### src/rtl/mem_access.sv
// mem_access - memory-access stage of the cqu_mips five-stage pipeline.
//
// Takes the execute stage's result, destination and HI/LO outputs and either
// passes them straight to write-back (non-memory ops), reports an address
// exception (misaligned loads/stores), or runs one transaction on the
// request/acknowledge data-memory port. Loads are extended here; stores are
// lane-replicated with byte strobes. A wait counter aborts a request that is
// not acknowledged within TIMEOUT cycles.
//
// Ports:
//   clk, rstn                     clock, asynchronous active-low reset
//   ex_valid / ex_ready           execute handshake (ready only in IDLE)
//   ex_alu_result, ex_store_data  address or ALU result, store data (rt)
//   ex_mem_op                     0 none, 1 LB .. 8 SW, 9-15 none
//   ex_waddr, ex_reg_write        destination register and write enable
//   ex_hi, ex_lo, ex_whilo        HI/LO values and write enable
//   dm_req/we/addr/wstrb/wdata    data-memory request, held until ack
//   dm_ack, dm_rdata              completion and read data
//   wb_*                          write-back fields, wb_valid pulses 1 cycle
//   exc_adel/exc_ades/exc_bus     load misalign, store misalign, timeout
//   badvaddr                      faulting address for any exc_* flag
//
// Handshake: an op transfers on a rising clk edge where ex_valid && ex_ready;
// the memory port transfers on the edge where dm_req && dm_ack, and dm_req is
// held with all dm_* stable until then (or until the timeout abort).
module mem_access #(
    parameter int unsigned TIMEOUT = 16
) (
    input  logic        clk,
    input  logic        rstn,
    input  logic        ex_valid,
    output logic        ex_ready,
    input  logic [31:0] ex_alu_result,
    input  logic [31:0] ex_store_data,
    input  logic [3:0]  ex_mem_op,
    input  logic [4:0]  ex_waddr,
    input  logic        ex_reg_write,
    input  logic [31:0] ex_hi,
    input  logic [31:0] ex_lo,
    input  logic        ex_whilo,
    output logic        dm_req,
    output logic        dm_we,
    output logic [31:0] dm_addr,
    output logic [3:0]  dm_wstrb,
    output logic [31:0] dm_wdata,
    input  logic        dm_ack,
    input  logic [31:0] dm_rdata,
    output logic        wb_valid,
    output logic [4:0]  wb_waddr,
    output logic        wb_reg_write,
    output logic [31:0] wb_wdata,
    output logic [31:0] wb_hi,
    output logic [31:0] wb_lo,
    output logic        wb_whilo,
    output logic        exc_adel,
    output logic        exc_ades,
    output logic        exc_bus,
    output logic [31:0] badvaddr
);

    typedef enum logic {IDLE = 1'b0, REQ = 1'b1} state_t;

    localparam logic [3:0] OP_LB  = 4'd1;
    localparam logic [3:0] OP_LBU = 4'd2;
    localparam logic [3:0] OP_LH  = 4'd3;
    localparam logic [3:0] OP_LHU = 4'd4;
    localparam logic [3:0] OP_LW  = 4'd5;
    localparam logic [3:0] OP_SB  = 4'd6;
    localparam logic [3:0] OP_SH  = 4'd7;
    localparam logic [3:0] OP_SW  = 4'd8;

    // Counter value in the last cycle dm_req may be held.
    localparam logic [7:0] CNT_LAST = 8'(TIMEOUT - 1);

    function automatic logic is_load(input logic [3:0] op);
        return (op >= OP_LB) && (op <= OP_LW);
    endfunction

    function automatic logic is_store(input logic [3:0] op);
        return (op >= OP_SB) && (op <= OP_SW);
    endfunction

    function automatic logic misaligned(input logic [3:0] op, input logic [1:0] a);
        case (op)
            OP_LH, OP_LHU, OP_SH: return a[0];
            OP_LW, OP_SW:         return a != 2'b00;
            default:              return 1'b0;
        endcase
    endfunction

    function automatic logic [3:0] store_strb(input logic [3:0] op, input logic [1:0] a);
        case (op)
            OP_SB:   return 4'b0001 << a;
            OP_SH:   return a[1] ? 4'b1100 : 4'b0011;
            OP_SW:   return 4'b1111;
            default: return 4'b0000;
        endcase
    endfunction

    function automatic logic [31:0] store_data(input logic [3:0] op, input logic [31:0] d);
        case (op)
            OP_SB:   return {4{d[7:0]}};
            OP_SH:   return {2{d[15:0]}};
            OP_SW:   return d;
            default: return 32'd0;
        endcase
    endfunction

    function automatic logic [31:0] load_data(input logic [3:0] op, input logic [1:0] a,
                                              input logic [31:0] rd);
        logic [7:0]  b;
        logic [15:0] h;
        case (a)
            2'd0:    b = rd[7:0];
            2'd1:    b = rd[15:8];
            2'd2:    b = rd[23:16];
            default: b = rd[31:24];
        endcase
        h = a[1] ? rd[31:16] : rd[15:0];
        case (op)
            OP_LB:   return {{24{b[7]}}, b};
            OP_LBU:  return {24'd0, b};
            OP_LH:   return {{16{h[15]}}, h};
            OP_LHU:  return {16'd0, h};
            default: return rd;
        endcase
    endfunction

    state_t      state_q, state_d;
    logic [7:0]  cnt_q, cnt_d;
    logic [3:0]  op_q, op_d;
    logic [31:0] addr_q, addr_d;
    // Write-back fields of the op waiting on memory.
    logic [4:0]  p_waddr_q, p_waddr_d;
    logic        p_reg_write_q, p_reg_write_d;
    logic [31:0] p_hi_q, p_hi_d, p_lo_q, p_lo_d;
    logic        p_whilo_q, p_whilo_d;
    logic        dm_req_q, dm_req_d, dm_we_q, dm_we_d;
    logic [3:0]  dm_wstrb_q, dm_wstrb_d;
    logic [31:0] dm_wdata_q, dm_wdata_d;
    logic        wb_valid_q, wb_valid_d, wb_reg_write_q, wb_reg_write_d;
    logic [4:0]  wb_waddr_q, wb_waddr_d;
    logic [31:0] wb_wdata_q, wb_wdata_d, wb_hi_q, wb_hi_d, wb_lo_q, wb_lo_d;
    logic        wb_whilo_q, wb_whilo_d;
    logic        exc_adel_q, exc_adel_d, exc_ades_q, exc_ades_d, exc_bus_q, exc_bus_d;
    logic [31:0] badvaddr_q, badvaddr_d;

    always_comb begin
        state_d        = state_q;
        cnt_d          = cnt_q;
        op_d           = op_q;
        addr_d         = addr_q;
        p_waddr_d      = p_waddr_q;
        p_reg_write_d  = p_reg_write_q;
        p_hi_d         = p_hi_q;
        p_lo_d         = p_lo_q;
        p_whilo_d      = p_whilo_q;
        dm_req_d       = dm_req_q;
        dm_we_d        = dm_we_q;
        dm_wstrb_d     = dm_wstrb_q;
        dm_wdata_d     = dm_wdata_q;
        wb_valid_d     = 1'b0;
        wb_waddr_d     = wb_waddr_q;
        wb_reg_write_d = wb_reg_write_q;
        wb_wdata_d     = wb_wdata_q;
        wb_hi_d        = wb_hi_q;
        wb_lo_d        = wb_lo_q;
        wb_whilo_d     = wb_whilo_q;
        exc_adel_d     = exc_adel_q;
        exc_ades_d     = exc_ades_q;
        exc_bus_d      = exc_bus_q;
        badvaddr_d     = badvaddr_q;

        case (state_q)
            IDLE: begin
                if (ex_valid) begin
                    if (!is_load(ex_mem_op) && !is_store(ex_mem_op)) begin
                        wb_valid_d     = 1'b1;
                        wb_waddr_d     = ex_waddr;
                        wb_reg_write_d = ex_reg_write;
                        wb_wdata_d     = ex_alu_result;
                        wb_hi_d        = ex_hi;
                        wb_lo_d        = ex_lo;
                        wb_whilo_d     = ex_whilo;
                        exc_adel_d     = 1'b0;
                        exc_ades_d     = 1'b0;
                        exc_bus_d      = 1'b0;
                    end else if (misaligned(ex_mem_op, ex_alu_result[1:0])) begin
                        // Faulting op: suppress every architectural write.
                        wb_valid_d     = 1'b1;
                        wb_waddr_d     = ex_waddr;
                        wb_reg_write_d = 1'b0;
                        wb_wdata_d     = ex_alu_result;
                        wb_hi_d        = ex_hi;
                        wb_lo_d        = ex_lo;
                        wb_whilo_d     = 1'b0;
                        exc_adel_d     = is_load(ex_mem_op);
                        exc_ades_d     = is_store(ex_mem_op);
                        exc_bus_d      = 1'b0;
                        badvaddr_d     = ex_alu_result;
                    end else begin
                        state_d       = REQ;
                        cnt_d         = 8'd0;
                        op_d          = ex_mem_op;
                        addr_d        = ex_alu_result;
                        p_waddr_d     = ex_waddr;
                        p_reg_write_d = ex_reg_write;
                        p_hi_d        = ex_hi;
                        p_lo_d        = ex_lo;
                        p_whilo_d     = ex_whilo;
                        dm_req_d      = 1'b1;
                        dm_we_d       = is_store(ex_mem_op);
                        dm_wstrb_d    = store_strb(ex_mem_op, ex_alu_result[1:0]);
                        dm_wdata_d    = store_data(ex_mem_op, ex_store_data);
                    end
                end
            end
            REQ: begin
                // Ack wins over a timeout falling in the same cycle.
                if (dm_ack || cnt_q == CNT_LAST) begin
                    state_d        = IDLE;
                    dm_req_d       = 1'b0;
                    wb_valid_d     = 1'b1;
                    wb_waddr_d     = p_waddr_q;
                    wb_hi_d        = p_hi_q;
                    wb_lo_d        = p_lo_q;
                    exc_adel_d     = 1'b0;
                    exc_ades_d     = 1'b0;
                    exc_bus_d      = !dm_ack;
                    wb_reg_write_d = dm_ack && p_reg_write_q;
                    wb_whilo_d     = dm_ack && p_whilo_q;
                    wb_wdata_d     = (dm_ack && is_load(op_q))
                                     ? load_data(op_q, addr_q[1:0], dm_rdata) : addr_q;
                    if (!dm_ack) begin
                        badvaddr_d = addr_q;
                    end
                end else begin
                    cnt_d = cnt_q + 8'd1;
                end
            end
            default: state_d = IDLE;
        endcase
    end

    always_ff @(posedge clk or negedge rstn) begin
        if (!rstn) begin
            state_q        <= IDLE;
            cnt_q          <= 8'd0;
            op_q           <= 4'd0;
            addr_q         <= 32'd0;
            p_waddr_q      <= 5'd0;
            p_reg_write_q  <= 1'b0;
            p_hi_q         <= 32'd0;
            p_lo_q         <= 32'd0;
            p_whilo_q      <= 1'b0;
            dm_req_q       <= 1'b0;
            dm_we_q        <= 1'b0;
            dm_wstrb_q     <= 4'd0;
            dm_wdata_q     <= 32'd0;
            wb_valid_q     <= 1'b0;
            wb_waddr_q     <= 5'd0;
            wb_reg_write_q <= 1'b0;
            wb_wdata_q     <= 32'd0;
            wb_hi_q        <= 32'd0;
            wb_lo_q        <= 32'd0;
            wb_whilo_q     <= 1'b0;
            exc_adel_q     <= 1'b0;
            exc_ades_q     <= 1'b0;
            exc_bus_q      <= 1'b0;
            badvaddr_q     <= 32'd0;
        end else begin
            state_q        <= state_d;
            cnt_q          <= cnt_d;
            op_q           <= op_d;
            addr_q         <= addr_d;
            p_waddr_q      <= p_waddr_d;
            p_reg_write_q  <= p_reg_write_d;
            p_hi_q         <= p_hi_d;
            p_lo_q         <= p_lo_d;
            p_whilo_q      <= p_whilo_d;
            dm_req_q       <= dm_req_d;
            dm_we_q        <= dm_we_d;
            dm_wstrb_q     <= dm_wstrb_d;
            dm_wdata_q     <= dm_wdata_d;
            wb_valid_q     <= wb_valid_d;
            wb_waddr_q     <= wb_waddr_d;
            wb_reg_write_q <= wb_reg_write_d;
            wb_wdata_q     <= wb_wdata_d;
            wb_hi_q        <= wb_hi_d;
            wb_lo_q        <= wb_lo_d;
            wb_whilo_q     <= wb_whilo_d;
            exc_adel_q     <= exc_adel_d;
            exc_ades_q     <= exc_ades_d;
            exc_bus_q      <= exc_bus_d;
            badvaddr_q     <= badvaddr_d;
        end
    end

    assign ex_ready     = (state_q == IDLE);
    assign dm_req       = dm_req_q;
    assign dm_we        = dm_we_q;
    assign dm_addr      = {addr_q[31:2], 2'b00};
    assign dm_wstrb     = dm_wstrb_q;
    assign dm_wdata     = dm_wdata_q;
    assign wb_valid     = wb_valid_q;
    assign wb_waddr     = wb_waddr_q;
    assign wb_reg_write = wb_reg_write_q;
    assign wb_wdata     = wb_wdata_q;
    assign wb_hi        = wb_hi_q;
    assign wb_lo        = wb_lo_q;
    assign wb_whilo     = wb_whilo_q;
    assign exc_adel     = exc_adel_q;
    assign exc_ades     = exc_ades_q;
    assign exc_bus      = exc_bus_q;
    assign badvaddr     = badvaddr_q;

endmodule

### config.mk
export PLATFORM = sky130hd
export DESIGN_NAME = mem_access
export DESIGN_NICKNAME = d
export VERILOG_FILES = /design/src/rtl/mem_access.sv
export SDC_FILE = /design/constraint.sdc
export NUM_CORES = 1
export LEC_CHECK = 0
export CORE_MARGIN = 5
export CORE_UTILIZATION = 52
export DETAILED_ROUTE_END_ITERATION = 10
export GPL_TIMING_DRIVEN = 0
export HOLD_SLACK_MARGIN = 0.12
export PLACE_DENSITY = 0.85
export SYNTH_ARGS = -nofsm -noshare
export SYNTH_HDL_FRONTEND = slang
export SYNTH_SLANG_ARGS = --single-unit
export TNS_END_PERCENT = 1
### constraint.sdc
create_clock -name clk -period 4.7 [get_ports clk]
set_input_delay 0.705 -clock clk [delete_from_list [all_inputs] [get_ports clk]]
set_output_delay 0.705 -clock clk [all_outputs]
set_load 0.05 [all_outputs]
=== Word-level counts from Yosys, hierarchy flattened ===
Index checks and enable logic that the tools add are counted.

* Register bits after elaboration: 293
* Latch bits: 0
* RAM bits: 0
* Memory bits (read-only): 0
* Bits of input ports: 175
* Output and inout bits: 210
* Logic and storage cells: 153
* Memories: 0

* $add $sub $neg: 1
* $mul: 0
* Divide/modulo/power cells: 0
* Magnitude comparators: 6
* Equality and inequality tests: 21
* Shift-type cells: 1
* Mux-type cells: 77
* Bitwise operators: 3
* Reduce and logical (&&, ||, !) cells: 20

{| class="wikitable"
|+ Operators by type and width
! cell !! count
|-
| 32-bit 2-to-1 mux || 17
|-
| 32-bit one-hot mux with 2 select lines || 4
|-
| 32-bit one-hot mux with 4 select lines || 1
|-
| 32-bit one-hot mux with 3 select lines || 1
|-
| 8-bit 2-to-1 mux || 4
|-
| 1-bit 2-to-1 mux || 31
|-
| 8-bit one-hot mux with 3 select lines || 1
|-
| 4-bit by 3-bit equality test with 1-bit output, second input constant || 5
|-
| 5-bit 2-to-1 mux || 4
|-
| 1-bit one-hot mux with 2 select lines || 9
|-
| 16-bit 2-to-1 mux || 1
|-
| 8-bit one-hot mux with 2 select lines || 1
|-
| 4-bit by 2-bit equality test with 1-bit output, second input constant || 3
|-
| 4-bit one-hot mux with 3 select lines || 1
|-
| 4-bit AND reduction || 3
|-
| 2-bit inequality test, second input constant || 5
|-
| 5-bit one-hot mux with 2 select lines || 1
|-
| 8-bit by 1-bit adder with 8-bit output, second input constant || 1
|-
| 8-bit by 4-bit equality test with 1-bit output, second input constant || 1
|-
| 4-bit by 1-bit greater-or-equal comparator with 1-bit output, second input constant || 2
|-
| 4-bit by 3-bit <= comparator with 1-bit output, second input constant || 2
|-
| 1-bit logical AND || 7
|-
| 5-bit AND reduction || 1
|-
| 4-bit by 1-bit equality test with 1-bit output, second input constant || 1
|-
| 17 further kinds || 22
|}

=== Depth between registers and ports, before layout ===
* Word-level depth: 11
* Gate-level depth with buffers: 9
* Mapped depth without buffers: 6

=== Worst setup path after synthesis ===
Ideal clock, no wire load.

* Kind: in2reg
* Start point: input port ex_mem_op[1]
* End point: register badvaddr_q[10] (netlist: badvaddr[10])
* Setup time: 125 ps
* Data arrival time: 2394 ps
* Required time: 4575 ps
* Setup slack: 2181 ps
* Cell stages on the path: 7
* Buffers on the path: 2
* Cell sequence: buf_2 > or4b_4 > nor2_1 > nor2_1 > o32ai_4 > buf_6 > mux2_2

* Longest elaborated chain between the ends: 8
* Elaborated cells between the ends (all ways): 23
* Classes of those cells: order compare: 4; eq/ne: 7; mux: 4; reduce/logical: 8

{| class="wikitable"
|+ Ends and longest elaborated chain
! what !! RTL line !! RTL
|-
| from (decl) || 35 || <nowiki>input logic [3:0] ex_mem_op,</nowiki>
|-
| 4-bit by 3-bit equality test with 1-bit output (tied with other cells) || 84 || <nowiki>case (op)</nowiki>
|-
| 3-bit OR reduction or 2-bit OR reduction (tied branches) || 84 ||
|-
| 1-bit one-hot mux with 2 select lines || 84 ||
|-
| 1-bit 2-to-1 mux || 177 || <nowiki>if (!is_load(ex_mem_op) && !is_store(ex_mem_op)) begin</nowiki>
|-
| 1-bit 2-to-1 mux || 176 || <nowiki>if (ex_valid) begin</nowiki>
|-
| 1-bit 2-to-1 mux || 174 || <nowiki>case (state_q)</nowiki>
|-
| 2-bit by 1-bit inequality test with 1-bit output (no line) || - ||
|-
| 5-bit AND reduction (no line) (*) || - ||
|-
| to (signal assigned) || 295 || <nowiki>badvaddr_q <= badvaddr_d;</nowiki>
|-
| to (decl) || 146 || <nowiki>logic [31:0] badvaddr_q, badvaddr_d;</nowiki>
|}

Mark *: on every way between the ends. The rest lies on a longest branch, timed or not. The select of a mux whose other input is x is not followed.
A chain may end at the register's enable or synchronous reset.

=== Worst setup path after layout ===
* Start point: register state_q
* End point: output port ex_ready

* Longest elaborated chain between the ends: 1

{| class="wikitable"
|+ Ends and longest elaborated chain
! what !! RTL line !! RTL
|-
| from (decl) || 129 || <nowiki>state_t state_q, state_d;</nowiki>
|-
| from (signal assigned) || 272 || <nowiki>state_q <= state_d;</nowiki>
|-
| 1-bit inverter (no line) || - ||
|-
| to (decl) || 32 || <nowiki>output logic ex_ready,</nowiki>
|}

No other way between the ends.

==> flow_summary.yaml <==
routing:
  first_iter_violations: 1220
  firstDrtPassIters: 7
  wl_mm: 44.83
  via_count: 11670
  wl_per_cell_um: 22.47
  drc: 0
  via_per_inst: 5.849
  route.antenna.remaining_nets: 0
global_route:
  antenna_found_initial: 5
  grt_max_degree: 103
  overflow: 0
  grt_pass1_wl_mm: 69.76
  track_usage: 0.2890
  grt_pass1_vias: 12130
timing:
  rsz0062_at_grt: "no"
  skew_ns: 0.01108
  worst_pin_slew_ns: 0.8648
  layout_min_cycle_time_ns: 3.464
  setup_violations: 0
  post-route-period-util: 0.7371
  slew_headroom: 0.4235
  finalHoldViolCount: 0
  finalMaxSlewViolations: 0
  setup_tns_ns: 0
  max_freq_mhz: 288.7
pwr:
  swShare: 0.4142
  p_int_mw: 6.537
  seqPwrFrac: 0.334
  leakage_nw: 8.007
  clkPwrFrac: 0.224
  p_per_area_nw_per_um2: 583.9
  power_frac_comb: 0.442
  vdd.ir_drop.worst_v: 0.0004664
  p_sw_mw: 4.622
die:
  die_w_um: 172.7
  io-pin-count: 385
  dieArea_um2: 29840
  start_util: 0.5284
  core-area_um2: 26060
  rows: 59
  chipHeight_um: 172.7
synth:
  synth_area_leader_cell: "dfrtp_1"
  synth_area_um2: 13770
  yosysSeqAreaShare: 0.5324
  ys_ff_latch: 293
  yosys-mux-area-fraction: 0.1986
  synth_top_family_by_area: "multiplexers"
  synth-adder-area-share: 0.0009086
  ys_types: 58
  syn_inst: 1219
  yosys-top-cells-count: "293 x dfrtp_1, 162 x nand2_1, 155 x mux2_2"
  synth_flop_cell: "dfrtp_1"
  synth-edff-count: 0
  synthMostInstantiatedCell: "dfrtp_1"
  synth_compound_area_frac: 0.1172
  synth.avg_cell_area_um2: 11.30
  synthTopCellsByArea: "dfrtp_1 53%, mux2_2 13%, mux2i_1 6.0%"
  synthSimpleGateAreaFrac: 0.09486
  async_reset_ff_frac: 1.000
  synth-xor-area-share: 0.005088
  synth_top_area_share: 0.5324
  synth-warning-count: 0
final_layout:
  layout.nets: 1811
  finish.utilization: 0.7334
  drive_gt1_frac: 0.1838
  final_cell_area_um2: 19110
  syn2layout_area_growth_pct: 38.78
worst_setup_path:
  crit_path_end_kind: "output port"
  slowest_stage: "clkdlybuf4s50_1"
  rrSetupSlack_ns: 1.97
  cpLargestDelayFamily: "buffers and inverters"
  cp_max_fo: 10
  worst_setup_path_start_kind: "flip-flop"
  critPathBufInv: 4
  critPathRequiredTime_ns: 3.99
  arrival_ns: 2.76
  critPathKind: "flip-flop to output port"
  reg2reg_to: "wb_wdata[19]"
  max_stage_delay_ns: 0.93
  crit_chain: "buf_2 > inv_2 > clkbuf_1 > clkdlybuf4s50_1"
  r2r-start: "state_q"
  r2r_cells: 6
run:
  max_cap_viol_count: 0
placement:
  port_buffers: 380
  finalWeightedCongestion: 0.9500
  place_area_um2: 18060
  place_hpwl_mm: 33.13
clock_tree:
  holdBufCountCts: 0
  cts_root_buf: "clkbuf_16"
  cts_tree: "done"
  htree_levels: 1
  max-clock-path-buffers: 3
  cts_buffers: 31
  clock_sinks: 293
  cts-resized-gates: 0
  insertion_delay_ns: 0.55
  clk_pin_slew_worst_paths_ns: 0.06
  cts_setup_buffers: 0
run_status:
  outcome: "finished, final reports clean"
worst_hold_path:
  hp-class: "input pin to asynchronous set/reset pin"
[placed cells by master, fill, tap and decap left out, types with 13 or more instances in the layout]
| cell | synthesis | layout |
|---|---|---|
| a21oi_1 | 32 | 32 |
| a221oi_1 | 16 | 16 |
| a22oi_1 | 16 | 16 |
| a31oi_1 | 21 | 21 |
| buf_2 | 27 | 27 |
| buf_4 | 42 | 42 |
| clkbuf_1 | 37 | 42 |
| clkbuf_16 | 0 | 31 |
| clkdlybuf4s50_1 | 0 | 379 |
| dfrtp_1 | 293 | 293 |
| mux2_2 | 155 | 155 |
| mux2i_1 | 82 | 82 |
| nand2_1 | 162 | 162 |
| nor2_1 | 69 | 69 |
| nor2b_1 | 22 | 22 |
| nor3_1 | 13 | 13 |
| o21ai_0 | 98 | 98 |
| o221ai_1 | 30 | 30 |
[how the worst max path moves through the flow]
stage,slack [ns],from,end,depth (start not counted)
6_report,1.24,state_q,ex_ready,4
5_1_grt,1.19,state_q,ex_ready,4
4_1_cts,1.27,state_q,ex_ready,4
3_5_place_dp,1.0,ex_alu_result[0],addr_q[19],9
3_3_place_gp,-9.72,rstn,p_lo_q[13],1
2_1_floorplan,2.18,ex_mem_op[1],badvaddr[10],7
[power by group through the flow]
stage | Clock [mW] | Sequential [mW] | Combinational [mW]
after global placement | 0 | 3.72 | 4.83
final | 2.50 | 3.72 | 4.94
after detailed placement | 0 | 3.74 | 4.93
after global routing | 2.64 | 3.81 | 5.17
after floorplan | 0 | 5.17 | 1.68
after CTS | 2.54 | 3.71 | 4.95
[cell families after synthesis]
| kind of cell | Yosys count |
|---|---|
| AO/OA/AOI/OAI | 250 |
| flip-flops | 293 |
| AND/OR/NAND/NOR | 301 |
| adder cells (fa/ha/maj) | 1 |
| multiplexers | 245 |
| XOR/XNOR | 8 |
| buffers and inverters | 120 |
| other | 1 |
[final cells by class]
cell class                      instances  area (µm²)
Multi-Input combinational cell        807        5746
Fill cell                            1815        6948
Inverter                                3       11.26
Antenna cell                            1       2.502
Buffer                                117       685.7
Timing Repair Buffer                  382        3864
Clock inverter                         11       118.9
Clock buffer                           46       932.1
Tap cell                              335       419.2
Sequential cell                       293        7332
[routing by layer]
layer,global-route usage,vias to the layer above,share of wire
met5,0,-,0.0012
met4,0.1212,8,0.048
met3,0.07926,134,0.10
met2,0.4750,639,0.47
met1,0.3626,5718,0.38
li1,-,5170,-
[registers in the layout (all words and copies together) (netlist names), 4 cells and up]
register,flops
addr_q,32
badvaddr,32
cnt_q,8
dm_wdata,32
dm_wstrb,4
op_q,4
p_hi_q,32
p_lo_q,32
p_waddr_q,5
wb_hi,32
wb_lo,32
wb_waddr,5
wb_wdata,32
[worst register-to-register path: cells and delay by family, from the launching register on]
family,cells,cell delay (ns)
AOI/OAI and AO/OA,2,0.49
DFF,1,0.32
buffers and inverters,4,1.83
[through the flow]
stage | worst slack, ns | total power, mW | hold slack, ns | instances
after floorplan | 2.181 | 6.846 | 0.4094 | 1220
after global placement | -9.722 | 8.554 | 0.4611 | 1935
after detailed placement | 0.9987 | 8.675 | 0.4680 | 1937
after CTS | 1.273 | 11.20 | 0.2302 | 1994
after global routing | 1.190 | 11.62 | 0.2721 | 1995
final | 1.236 | 11.16 | 0.2007 | 1995
Note: power is estimated with default switching activity, not from simulation.
